==> config.mk <==
export PLATFORM = sky130hd
export DESIGN_NAME = alu_shift_seq
export DESIGN_NICKNAME = d
export VERILOG_FILES = /design/src/rtl/alu_shift_seq.sv
export SDC_FILE = /design/constraint.sdc
export NUM_CORES = 1
export LEC_CHECK = 0
export ABC_AREA = 1
export BUFFER_PORTS_ARGS = -buffer_cell sky130_fd_sc_hd__buf_4
export CORE_MARGIN = 10
export CORE_UTILIZATION = 40
export DETAILED_ROUTE_END_ITERATION = 16
export GPL_TIMING_DRIVEN = 0
export PLACE_DENSITY = 0.78
export REMOVE_ABC_BUFFERS = 1
export SLEW_MARGIN = 10
export SYNTH_ARGS = -nofsm -noshare
export SYNTH_HDL_FRONTEND = slang
export SYNTH_SLANG_ARGS = --single-unit
==> constraint.sdc <==
create_clock -name clk -period 1.5 [get_ports clk]
set_input_delay 0.3 -clock clk [delete_from_list [all_inputs] [get_ports clk]]
set_output_delay 0.3 -clock clk [all_outputs]
set_load 0.05 [all_outputs]
==> src/rtl/alu_shift_seq.sv <==
// Multi-bit shift/rotate sequencer: drives an external single-step ALU once per cycle
// until the requested step count is exhausted, then pulses done for one cycle.
module alu_shift_seq (
  input  logic        clk,
  input  logic        reset,
  input  logic        start,
  input  logic [1:0]  op,
  input  logic [15:0] operand,
  input  logic [4:0]  count,
  output logic        busy,
  output logic        done,
  output logic [15:0] result,
  output logic [3:0]  alu_op,
  output logic [15:0] alu_a,
  output logic [15:0] alu_b,
  input  logic [15:0] alu_r
);

  localparam logic [1:0] StIdle = 2'd0;
  localparam logic [1:0] StRun  = 2'd1;
  localparam logic [1:0] StDone = 2'd2;

  logic [1:0]  state_q, state_d;
  logic [15:0] acc_q, acc_d;
  logic [4:0]  cnt_q, cnt_d;
  logic [1:0]  opc_q, opc_d;
  logic        accept;

  // Requests are only taken when no run is in flight; DONE allows back-to-back.
  assign accept = start && (state_q != StRun);

  always_comb begin
    state_d = state_q;
    acc_d   = acc_q;
    cnt_d   = cnt_q;
    opc_d   = opc_q;
    case (state_q)
      StIdle, StDone: begin
        state_d = StIdle;
        if (accept) begin
          acc_d   = operand;
          cnt_d   = count;
          opc_d   = op;
          state_d = (count == 5'd0) ? StDone : StRun;
        end
      end
      StRun: begin
        acc_d = alu_r;
        cnt_d = cnt_q - 5'd1;
        if (cnt_q == 5'd1) begin
          state_d = StDone;
        end
      end
      default: state_d = StIdle;
    endcase
  end

  always_ff @(posedge clk) begin
    if (reset) begin
      state_q <= StIdle;
      acc_q   <= 16'h0000;
      cnt_q   <= 5'd0;
      opc_q   <= 2'd0;
    end else begin
      state_q <= state_d;
      acc_q   <= acc_d;
      cnt_q   <= cnt_d;
      opc_q   <= opc_d;
    end
  end

  assign busy   = (state_q == StRun);
  assign done   = (state_q == StDone);
  assign result = acc_q;
  assign alu_a  = acc_q;
  assign alu_b  = 16'h0000;
  // op 0..3 maps onto ALU opcodes 2..5.
  assign alu_op = {2'b00, opc_q} + 4'd2;

endmodule

==> run metrics <==
status finished clean; # hold bufs at CTS 0; Hold WC Path Type primary input to flip-flop; chip width 79.4 um; DR iter-0 viols 131; critical path endpoint category primary output; CP Class flip-flop to primary output; Max Clk Rate 700 MHz; # DRC 0; P_leak 0.990 nW; Final Util 0.555; leading cell type in the layout, fill and taps excluded buf_4; final hold violation count 0; CTS clock-pin slew for the worst setup and hold paths 0.13 ns; Synth Area per Inst 6.91 um2; Port Buffers 78; Synth cell types 19; crit share post-route 0.953; Nets 309; Rows 21; Placer Congestion 0.738; routed wire length 4.05 mm; max-slew violation count 0; Clock Skews 0.00121 ns; worst-path maximum fanout 4; total core area 3360 um2; DRT Pass-1 Iters 4; Area Overhead vs Synth 32.4%; io pins 96; pre-CTS setup slack 0.0588 ns; Total GRT Usage 0.126; minimum clock period after layout 1.43 ns; Skew-Pair Late Insertion Delay 0.31 ns; Final WS setup 0.0708 ns; antenna violations before repair 0; RSZ-0062 raised after global routing false; via/cell ratio 4.38; Initial Util 0.419; FF+latch count, synth 25; Syn Inst Count 204; GRT overflow 0; CTS max path bufs 2; routed len/inst 13.0 um; commonest non-fill, non-tap cells in the layout buf_4, nand2_1, nor2_1, dfxtp_1, a21oi_1; startpoint types flip-flop; TritonCTS buffer count 3; hpwl dp 3.16 mm; number of global-route vias before repair 1370; die height 79.4 um; first-pass GRT wire length 6.56 mm; largest net degree at the start of global routing 19; via count 1358; layout cell share with drive strength beyond 1 0.341; sequential fraction of the synthesis area 0.355; CP required 1.20 ns; CTS tree done; Routed Antenna Nets 0; Yosys warnings 0; Total Negative Setup Slacks 0 ns; # diodes 0; clock sinks 25; CTS H-tree lvls 1; Final Setup Violations 0; Post-Syn Area 1410 um2; CTS Root Cell clkbuf_4; max-cap violations 0; pwr dens 1100 nW/um2; die area 6300 um2; VDD IR-drop max 570 uV; critical path arrival 1.13 ns
-- metal layers --
layer / global-route usage / share of wire
met5: 0 / 0
met1: 0.142 / 0.40
met3: 0.0608 / 0.099
met4: 0.0376 / 0.0072
met2: 0.207 / 0.49
-- final timing paths --
kind / endpoint / depth (start not counted) / slack [ns] / startpoint
setup reg to reg: alu_a[8]$_SDFFE_PP0P_ / 6 / 0.18 / state_q[0]$_SDFFE_PP0P_
setup / recovery: busy / 3 / 0.07 / state_q[0]$_SDFFE_PP0P_
hold reg to reg: opc_q[1]$_SDFFE_PP0P_ / 2 / 0.48 / opc_q[1]$_SDFFE_PP0P_
hold / removal: alu_a[13]$_SDFFE_PP0P_ / 3 / 0.23 / operand[13]
-- report_power, final --
part | switching [mW] | total (mW) | internal [mW] | leakage [nW]
clock network | 0.195 | 0.299 | 0.104 | 0.0150
registers | 0.0563 | 0.790 | 0.734 | 0.207
logic | 0.677 | 0.965 | 0.287 | 0.768
total | 0.929 | 2.05 | 1.13 | 0.990
-- critical path: stages, from the launching register on --
cell and delay [ns]:
dfxtp_2 0.41, inv_2 0.07, nor2_4 0.16, buf_6 0.18
-- final cells by class --
class,count,area [um2]
clock buffer,4,26.3
sequential,25,502
timing repair buffer,79,597
multi-input combinational,143,636
inverter,13,48.8
tap,46,57.6
fill,350,1500
-- per-stage QoR --
stage / instance area (um2) / cells / total power [mW] / hold WS [ns]
finish: 1870 / 310 / 2.05 / 0.225
global route: 1870 / 310 / 2.17 / 0.250
CTS: 1860 / 310 / 2.06 / 0.225
detailed placement: 1820 / 305 / 1.76 / 0.468
global placement: 1820 / 305 / 1.75 / 0.464
floorplan: 1180 / 181 / 1.45 / 0.369
-- synthesized netlist by cell type --
library cell	count	area, um2
dfxtp_1	25	500
buf_1	1	3.75
nand3_1	9	45.0
nor2_4	1	11.3
buf_6	2	22.5
nor2_2	1	6.26
nand2_1	52	195
buf_2	1	5.00
ha_1	2	25.0
a21oi_1	19	95.1
clkbuf_1	1	3.75
nor2_1	25	93.8
conb_1	1	3.75
inv_2	2	7.51
inv_1	11	41.3
o21ai_0	9	45.0
o22ai_1	5	31.3
nand2_2	3	18.8
buf_4	34	255
-- flip-flops by register name, summed over array words and instances (netlist names) --
| name | count |
|---|---|
| alu_a | 16 |
| cnt_q | 5 |
| state_q | 2 |
| opc_q | 2 |
-- repair_timing --
item | in CTS | in global routing
setup endpoints to repair | 1 | 3
pin swaps | 1 | 0
resized for setup | 1 | 2
gates cloned | 0 | 0
buffers inserted | 1 | 0
-- logic make-up (layout without fill, tap and decap cells) --
logic type,after synthesis,count (layout),share of synthesized area
flip-flops,25,25,0.355
AND/OR/NAND/NOR,91,91,0.263
adder cells (fa/ha/maj),2,2,0.0177
other,1,17,0.00266
AO/OA/AOI/OAI,33,33,0.122
buffers and inverters,52,96,0.240
Power figures use the tool's default switching activity.
